$ cat config.mk
export PLATFORM = sky130hd
export DESIGN_NAME = axi_burst_master
export DESIGN_NICKNAME = d
export VERILOG_FILES = /design/src/rtl/axi_burst_master_pkg.sv /design/src/rtl/axi_burst_master.sv
export SDC_FILE = /design/constraint.sdc
export NUM_CORES = 1
export LEC_CHECK = 0
export CELL_PAD_IN_SITES_DETAIL_PLACEMENT = 2
export CELL_PAD_IN_SITES_GLOBAL_PLACEMENT = 2
export CORE_MARGIN = 3
export CORE_UTILIZATION = 18
export DETAILED_ROUTE_END_ITERATION = 8
export HOLD_SLACK_MARGIN = 0.03
export PLACE_DENSITY_LB_ADDON = 0.1
export SYNTH_ARGS = -nofsm -noshare
export SYNTH_HDL_FRONTEND = slang
export SYNTH_SLANG_ARGS = --single-unit
export TNS_END_PERCENT = 1
$ cat constraint.sdc
create_clock -name s_aclk -period 2.8 [get_ports s_aclk]
set_input_delay 0.56 -clock s_aclk [delete_from_list [all_inputs] [get_ports s_aclk]]
set_output_delay 0.56 -clock s_aclk [all_outputs]
set_load 0.02 [all_outputs]
$ cat src/rtl/axi_burst_master_pkg.sv
// Shared types and AXI4 encodings for the single-outstanding burst master.
package axi_burst_master_pkg;

  // Controller states: one command is in flight from IDLE until STS.
  typedef enum logic [2:0] {
    ST_IDLE,
    ST_AW,
    ST_W,
    ST_B,
    ST_AR,
    ST_R,
    ST_STS
  } state_t;

  // AXI response encodings, ordered so that a larger value is a worse outcome.
  localparam logic [1:0] RESP_OKAY   = 2'b00;
  localparam logic [1:0] RESP_EXOKAY = 2'b01;
  localparam logic [1:0] RESP_SLVERR = 2'b10;
  localparam logic [1:0] RESP_DECERR = 2'b11;

  // Only incrementing bursts of 4-byte beats are generated.
  localparam logic [1:0] BURST_INCR = 2'b01;
  localparam logic [2:0] SIZE_4B    = 3'b010;

  // A burst must not run past the end of its 4 KB page.
  localparam logic [12:0] PAGE_BYTES = 13'd4096;

  // Keep the more severe of two responses.
  function automatic logic [1:0] worst_resp(input logic [1:0] a, input logic [1:0] b);
    return (a > b) ? a : b;
  endfunction

endpackage

$ cat src/rtl/axi_burst_master.sv
// Single-outstanding AXI4 master: converts a command plus write/read data
// streams into INCR bursts and reports one status pulse per command.
module axi_burst_master
  import axi_burst_master_pkg::*;
#(
  parameter int          G_ADDRWIDTH = 32,
  parameter int          G_DATAWIDTH = 32,
  parameter logic [0:0]  G_ID        = 1'b0
) (
  input  logic                       s_aclk,
  input  logic                       s_aresetn,

  // command interface
  input  logic                       cmd_valid,
  output logic                       cmd_ready,
  input  logic                       cmd_write,
  input  logic [G_ADDRWIDTH-1:0]     cmd_addr,
  input  logic [7:0]                 cmd_len,

  // write data stream
  input  logic [G_DATAWIDTH-1:0]     wr_data,
  input  logic [G_DATAWIDTH/8-1:0]   wr_strb,
  input  logic                       wr_valid,
  output logic                       wr_ready,

  // read data stream
  output logic [G_DATAWIDTH-1:0]     rd_data,
  output logic                       rd_last,
  output logic                       rd_valid,
  input  logic                       rd_ready,

  // completion status
  output logic                       sts_valid,
  output logic [1:0]                 sts_resp,

  // AXI4 write address channel
  output logic [0:0]                 m_axi_awid,
  output logic [G_ADDRWIDTH-1:0]     m_axi_awaddr,
  output logic [7:0]                 m_axi_awlen,
  output logic [2:0]                 m_axi_awsize,
  output logic [1:0]                 m_axi_awburst,
  output logic                       m_axi_awvalid,
  input  logic                       m_axi_awready,

  // AXI4 write data channel
  output logic [G_DATAWIDTH-1:0]     m_axi_wdata,
  output logic [G_DATAWIDTH/8-1:0]   m_axi_wstrb,
  output logic                       m_axi_wlast,
  output logic                       m_axi_wvalid,
  input  logic                       m_axi_wready,

  // AXI4 write response channel
  input  logic [1:0]                 m_axi_bresp,
  input  logic                       m_axi_bvalid,
  output logic                       m_axi_bready,

  // AXI4 read address channel
  output logic [0:0]                 m_axi_arid,
  output logic [G_ADDRWIDTH-1:0]     m_axi_araddr,
  output logic [7:0]                 m_axi_arlen,
  output logic [2:0]                 m_axi_arsize,
  output logic [1:0]                 m_axi_arburst,
  output logic                       m_axi_arvalid,
  input  logic                       m_axi_arready,

  // AXI4 read data channel
  input  logic [G_DATAWIDTH-1:0]     m_axi_rdata,
  input  logic [1:0]                 m_axi_rresp,
  input  logic                       m_axi_rlast,
  input  logic                       m_axi_rvalid,
  output logic                       m_axi_rready
);

  state_t                  state_q, state_d;
  logic [G_ADDRWIDTH-1:0]  addr_q;
  logic [7:0]              len_q;
  logic [7:0]              cnt_q;
  logic [1:0]              resp_q;
  logic                    run_q;

  logic                    cmd_accept;
  logic                    cmd_illegal;
  logic [12:0]             cmd_end;
  logic                    last_beat;
  logic                    w_beat;
  logic                    r_beat;
  logic                    r_proto_err;

  // Byte offset one past the final beat, measured from the start of the page.
  assign cmd_end     = {1'b0, cmd_addr[11:0]} + {2'b00, ({1'b0, cmd_len} + 9'd1), 2'b00};
  assign cmd_illegal = (cmd_addr[1:0] != 2'b00) || (cmd_end > PAGE_BYTES);

  assign cmd_accept  = cmd_valid && cmd_ready;
  assign last_beat   = (cnt_q == len_q);
  assign w_beat      = (state_q == ST_W) && wr_valid && m_axi_wready;
  assign r_beat      = (state_q == ST_R) && m_axi_rvalid && rd_ready;
  // rlast must coincide exactly with the beat the counter expects to be final.
  assign r_proto_err = (m_axi_rlast != last_beat);

  // Fixed burst attributes and registered address/length.
  assign m_axi_awid    = G_ID;
  assign m_axi_arid    = G_ID;
  assign m_axi_awsize  = SIZE_4B;
  assign m_axi_arsize  = SIZE_4B;
  assign m_axi_awburst = BURST_INCR;
  assign m_axi_arburst = BURST_INCR;
  assign m_axi_awaddr  = addr_q;
  assign m_axi_araddr  = addr_q;
  assign m_axi_awlen   = len_q;
  assign m_axi_arlen   = len_q;

  // Payload pass-through; only the handshakes are gated by the FSM.
  assign m_axi_wdata   = wr_data;
  assign m_axi_wstrb   = wr_strb;
  assign rd_data       = m_axi_rdata;

  // State register.
  always_ff @(posedge s_aclk or negedge s_aresetn) begin
    // NOTE: sequential state uses <= so every flop samples pre-edge values; = here would make results depend on process order.
    if (!s_aresetn) begin
      state_q <= ST_IDLE;
    end else begin
      state_q <= state_d;
    end
  end

  // Holds cmd_ready low while reset is asserted and for the first cycle after release.
  always_ff @(posedge s_aclk or negedge s_aresetn) begin
    if (!s_aresetn) begin
      run_q <= 1'b0;
    end else begin
      run_q <= 1'b1;
    end
  end

  // Command registers, beat counter and accumulated worst response.
  always_ff @(posedge s_aclk or negedge s_aresetn) begin
    if (!s_aresetn) begin
      addr_q <= '0;
      len_q  <= '0;
      cnt_q  <= '0;
      resp_q <= RESP_OKAY;
    end else begin
      if (cmd_accept) begin
        addr_q <= cmd_addr;
        len_q  <= cmd_len;
        cnt_q  <= '0;
        resp_q <= cmd_illegal ? RESP_SLVERR : RESP_OKAY;
      end
      if (w_beat) begin
        cnt_q <= cnt_q + 8'd1;
      end
      if ((state_q == ST_B) && m_axi_bvalid) begin
        resp_q <= worst_resp(resp_q, m_axi_bresp);
      end
      if (r_beat) begin
        cnt_q  <= cnt_q + 8'd1;
        resp_q <= worst_resp(worst_resp(resp_q, m_axi_rresp),
                             r_proto_err ? RESP_SLVERR : RESP_OKAY);
      end
    end
  end

  // Next-state logic and per-state handshake outputs.
  always_comb begin
    // NOTE: every signal assigned below gets a default first, so no path leaves one unassigned and no latch is inferred.
    state_d       = state_q;
    cmd_ready     = 1'b0;
    wr_ready      = 1'b0;
    rd_valid      = 1'b0;
    rd_last       = 1'b0;
    sts_valid     = 1'b0;
    sts_resp      = RESP_OKAY;
    m_axi_awvalid = 1'b0;
    m_axi_wvalid  = 1'b0;
    m_axi_wlast   = 1'b0;
    m_axi_bready  = 1'b0;
    m_axi_arvalid = 1'b0;
    m_axi_rready  = 1'b0;

    unique case (state_q)
      ST_IDLE: begin
        cmd_ready = run_q;
        if (cmd_valid && run_q) begin
          if (cmd_illegal) begin
            state_d = ST_STS;
          end else if (cmd_write) begin
            state_d = ST_AW;
          end else begin
            state_d = ST_AR;
          end
        end
      end

      ST_AW: begin
        m_axi_awvalid = 1'b1;
        if (m_axi_awready) begin
          state_d = ST_W;
        end
      end

      ST_W: begin
        m_axi_wvalid = wr_valid;
        wr_ready     = m_axi_wready;
        m_axi_wlast  = last_beat;
        if (w_beat && last_beat) begin
          state_d = ST_B;
        end
      end

      ST_B: begin
        m_axi_bready = 1'b1;
        if (m_axi_bvalid) begin
          state_d = ST_STS;
        end
      end

      ST_AR: begin
        m_axi_arvalid = 1'b1;
        if (m_axi_arready) begin
          state_d = ST_R;
        end
      end

      ST_R: begin
        m_axi_rready = rd_ready;
        rd_valid     = m_axi_rvalid;
        rd_last      = m_axi_rlast;
        // Leave on rlast, or after len+1 beats if the slave never sends it.
        if (r_beat && (m_axi_rlast || last_beat)) begin
          state_d = ST_STS;
        end
      end

      ST_STS: begin
        sts_valid = 1'b1;
        sts_resp  = resp_q;
        state_d   = ST_IDLE;
      end

      default: begin
        state_d = ST_IDLE;
      end
    endcase
  end

endmodule
# Word-level counts from Yosys, hierarchy flattened
# Index checks and enable logic that the tools add are counted.
[word_totals]
reg_bits = 54
inputBits = 124
word_cells = 77
[op_classes]
n_addsub = 3
n_lt_le_gt_ge = 4
n_eq_ne = 15
muxes = 32
reduce_logical = 17
[op_table]
columns = ["op", "n"]
rows = [
  ["$mux W3", 8],
  ["$mux W8", 3],
  ["$mux W2", 9],
  ["$pmux W3 S6", 1],
  ["$add A12 B11 Y13", 1],
  ["$gt A13 B13 Y1 const B", 1],
  ["$mux W1", 11],
  ["$add A8 B1 Y9 const B", 1],
  ["$eq A3 B3 Y1 const B", 3],
  ["$logic_and A1 B1 Y1", 9],
  ["$add A8 B1 Y8 const B", 1],
  ["$eq A8 B8 Y1", 1],
  ["$ne A2 B2 Y1 const B", 4],
  ["$eq A3 B2 Y1 const B", 2],
  ["$gt A2 B2 Y1", 3],
  ["$reduce_and A6 Y1", 1],
  ["$reduce_bool A3 Y1", 2],
  ["$ne A2 B1 Y1 const B", 2],
  ["$eq A3 B1 Y1 const B", 1],
  ["$logic_not A3 Y1", 1],
  ["$ne A3 B3 Y1 const B", 1],
  ["$logic_or A1 B1 Y1", 2],
  ["$reduce_and A2 Y1", 1],
  ["$reduce_bool A2 Y1", 1],
  ["$ne A1 B1 Y1", 1],
]

# Longest topological paths before layout
[depth]
ltp_word = 8
ltp_mapped = 11

# Worst setup path after synthesis
# OpenSTA, ideal clock, no wires.
[synth_path]
kind = "input port to flip-flop"
start = "input port cmd_len[0]"
end = "register state_q[0]"
setup_time_ns = 0.104
arrival_ns = 2.742
required_ns = 2.696
path_slack_ns = -0.046
path_stages = 10
cell_sequence = "ha_1 nand3_1 xnor2_1 ha_1 a21o_1 a221oi_4 xor2_1 nand4_1 o31a_1 o41ai_2"
[synth_via]
elab_chain_cells = 7
[synth_rtl]
columns = ["item", "line", "rtl"]
rows = [
  ["start, declared", "axi_burst_master.sv:18", "input logic [7:0] cmd_len,"],
  ["$add A8 B1 Y9", "axi_burst_master.sv:90", "assign cmd_end = {1'b0, cmd_addr[11:0]} + {2'b00, ({1'b0, cmd_len} + 9'd1), 2'b00};"],
  ["$add A12 B11 Y13", "axi_burst_master.sv:90", ""],
  ["$gt A13 B13 Y1", "axi_burst_master.sv:91", "assign cmd_illegal = (cmd_addr[1:0] != 2'b00) || (cmd_end > PAGE_BYTES);"],
  ["$logic_or A1 B1 Y1", "axi_burst_master.sv:91", ""],
  ["$mux W3", "axi_burst_master.sv:185", "if (cmd_illegal) begin"],
  ["$mux W3", "axi_burst_master.sv:184", "if (cmd_valid && run_q) begin"],
  ["$pmux W3 S6", "axi_burst_master.sv:181", "unique case (state_q)"],
  ["end signal, assigned", "axi_burst_master.sv:123", "state_q <= state_d;"],
  ["end, declared", "axi_burst_master.sv:74", "state_t state_q, state_d;"],
]
# Every way passes these cells. The select of a mux whose other input is x is not followed.
# A chain may end at the register's enable or synchronous reset.

# Worst setup path after layout
[layout_path]
start = "input port cmd_addr[7]"
end = "register state_q[1]"
[layout_via]
elab_chain_cells = 6
[layout_rtl]
columns = ["item", "line", "rtl"]
rows = [
  ["start, declared", "axi_burst_master.sv:17", "input logic [G_ADDRWIDTH-1:0] cmd_addr,"],
  ["$add A12 B11 Y13", "axi_burst_master.sv:90", ""],
  ["$gt A13 B13 Y1", "axi_burst_master.sv:91", ""],
  ["$logic_or A1 B1 Y1", "axi_burst_master.sv:91", ""],
  ["$mux W3", "axi_burst_master.sv:185", ""],
  ["$mux W3", "axi_burst_master.sv:184", ""],
  ["$pmux W3 S6", "axi_burst_master.sv:181", ""],
]
# Every way passes these cells. The select of a mux whose other input is x is not followed.

==> impl_metrics.ini <==
[status]
status = finished clean

[final_layout]
final_nets = 748
layout_commonest_cell = nand2_1
fin_util = 0.257
multi_input_comb_area_mm2 = 0.00201
area_growth_pct = 39.7
drive_gt1_frac = 0.154
layout.area.seq_mm2 = 0.00135
fillCellCount = 2581
mostFrequentLayoutCells = 142 x nand2_1, 136 x clkdlybuf4s50_1, 54 x dfrtp_1
antenna_cells = 0

[timing]
worst_slew_pin_slew_ns = 0.600
fin_crit_sh = 0.977
fin_hold_ws_ns = 0.258
setup_slack_ns = 0.0646
fmax_mhz = 366
rsz0062_at_grt = yes
tns_ns = 0
hold_viol = 0
period_needed_ns = 2.74
relSlewSlack = 0.600
setup_viol_count_final = 0
maxSlewViolCount = 0
skew_ns = 0.00522

[critical_path]
worst-path-max-fanout = 3
start_kind = input pin
worstPathRequired_ns = 3.00
worstReg2RegStart = cnt_q[7]
crit_start = cmd_addr[7]
path_class = in -> reg
crit_arrival_ns = 2.93
r2r_slack_ns = 0.27
critPathCaptureType = flip-flop

[die]
core_area_mm2 = 0.0228
die_area_mm2 = 0.0251
fp.dieW_um = 159
fp-row-count = 55
die_y_um = 159
ios = 297
start_util = 0.184

[clock_tree]
cts-root-buf = clkbuf_16
ctsHtreeMaxLevel = 2
cts_buffers = 5
clk_pin_slew_ns = 0.08
cts_tree = done
clockBufferDepth = 2
clock-sinks = 54
insertion_delay_ns = 0.30

[route]
final_antenna_net_count = 0
drt-vias-per-instance = 4.06
drt_pass1_iterations = 2
wl_um = 15300
drt_first_iter_violations = 174
drcViolationCount = 0
vias = 3728
wire_per_inst_um = 16.7

[placement]
place_hpwl_um = 12300
routabilityCongestion = 0.824
pre_cts_slack_ns = -0.854
io_buffers = 148

[power]
peakVddDrop_mv = 0.233
power_leakage_nw = 2.70
powerDensity_mw_per_mm2 = 912
total_power_mw = 5.33

[logic_synthesis]
ys_ff_latch = 54
synth_cell_type_count = 46
synth-edff-count = 0
syn_area_mm2 = 0.00419
async_reset_ff_frac = 1.00
syn_inst = 518
yosys_warnings = 0
synth_seq_area_share = 0.323
syn_avg_cell_area_um2 = 8.08
synth-main-ff-cell = dfrtp_1

[grt]
grt_max_degree = 45
grt_pass1_vias = 3994
grt_pass1_wl_um = 23400
antenna_found_initial = 0
grt_overflow = 0
grtUsageTotal = 0.121

[worst_hold_path]
hold_path_class = in -> async

[run]
drv_cap = 0
-- where the power goes --
part           switching [mW]  total (mW)  internal [mW]  leakage (nW)
Sequential              0.320        1.40           1.08         0.711
Clock                   0.318       0.769          0.451        0.0875
Combinational            1.63        3.17           1.53          1.91
-- worst max-delay path, cell delays in order --
cell and delay, ns:
clkdlybuf4s50_1 0.61, ha_4 0.25, and3_4 0.18, a221oi_4 0.30, xor2_1 0.24, nand4_1 0.16
o31a_1 0.32, buf_6 0.14, a31o_1 0.16
-- layout make-up --
type | instances | share of cell area
multi-input cells | 329 | 0.344
repair buffers | 201 | 0.320
flip-flops and latches | 54 | 0.231
well taps | 313 | 0.0670
clock buffers | 6 | 0.0237
inverters | 13 | 0.00834
clock inverters | 2 | 0.00663
-- cells in the mapped netlist, types with 7 or more instances --
| library cell | number | area (um^2) |
|---|---|---|
| dfrtp_1 | 54 | 1350 |
| nand2_1 | 144 | 541 |
| buf_4 | 120 | 901 |
| and2_1 | 7 | 43.8 |
| o21ai_1 | 8 | 40.0 |
| nor2_1 | 19 | 71.3 |
| ha_1 | 19 | 238 |
| and3_1 | 9 | 56.3 |
| xor2_1 | 12 | 105 |
| clkbuf_1 | 9 | 33.8 |
| nor3_1 | 10 | 50.1 |
| o21ai_0 | 10 | 50.1 |
| inv_1 | 13 | 48.8 |
-- stage by stage --
step | instances | cell area (um^2)
floorplan | 529 | 4240
global placement | 906 | 5540
CTS | 916 | 5770
global route | 918 | 5850
finish | 918 | 5850
detailed placement | 906 | 5540
-- flip-flops by register name (all words and copies together), names as in the netlist --
register and count:
resp_q 2, cnt_q 8, m_axi_arlen 8, state_q 3, m_axi_araddr 32, run_q 1
-- logic make-up after synthesis --
logic type	share of synthesized area
mux	0.00956
simple gates	0.233
compound gates	0.0959
buf+inv	0.240
other cells	0.00179
xor+xnor	0.0356
fa+ha+maj	0.0615
flops	0.323
-- final timing paths --
| kind | endpoint | cells after the start |
|---|---|---|
| worst max-delay path | state_q[1] | 9 |
| worst max register to register | resp_q[1] | 11 |
| min in group s_aclk | m_axi_araddr[14] | 2 |
| worst min register to register | m_axi_araddr[14] | 2 |
| worst min-delay path | cnt_q[4] | 1 |
| max in group asynchronous | m_axi_araddr[7] | 2 |
-- metal layers --
| metal | vias to the layer above | part of all wire | global-route usage |
|---|---|---|---|
| li1 | 1744 | - | - |
| met1 | 1842 | 0.45 | 0.157 |
| met2 | 112 | 0.49 | 0.207 |
| met3 | 30 | 0.046 | 0.0226 |
| met4 | 0 | 0.014 | 0.0315 |
| met5 | - | 0 | 0 |
-- timing repair --
item	4_1_cts	5_1_grt
gates cloned	0	0
setup buffers	2	2
pin swaps	13	10
hold buffers	0	0
setup endpoints to repair	5	4
resized for setup	31	22
(Power assumes the default switching activity.)
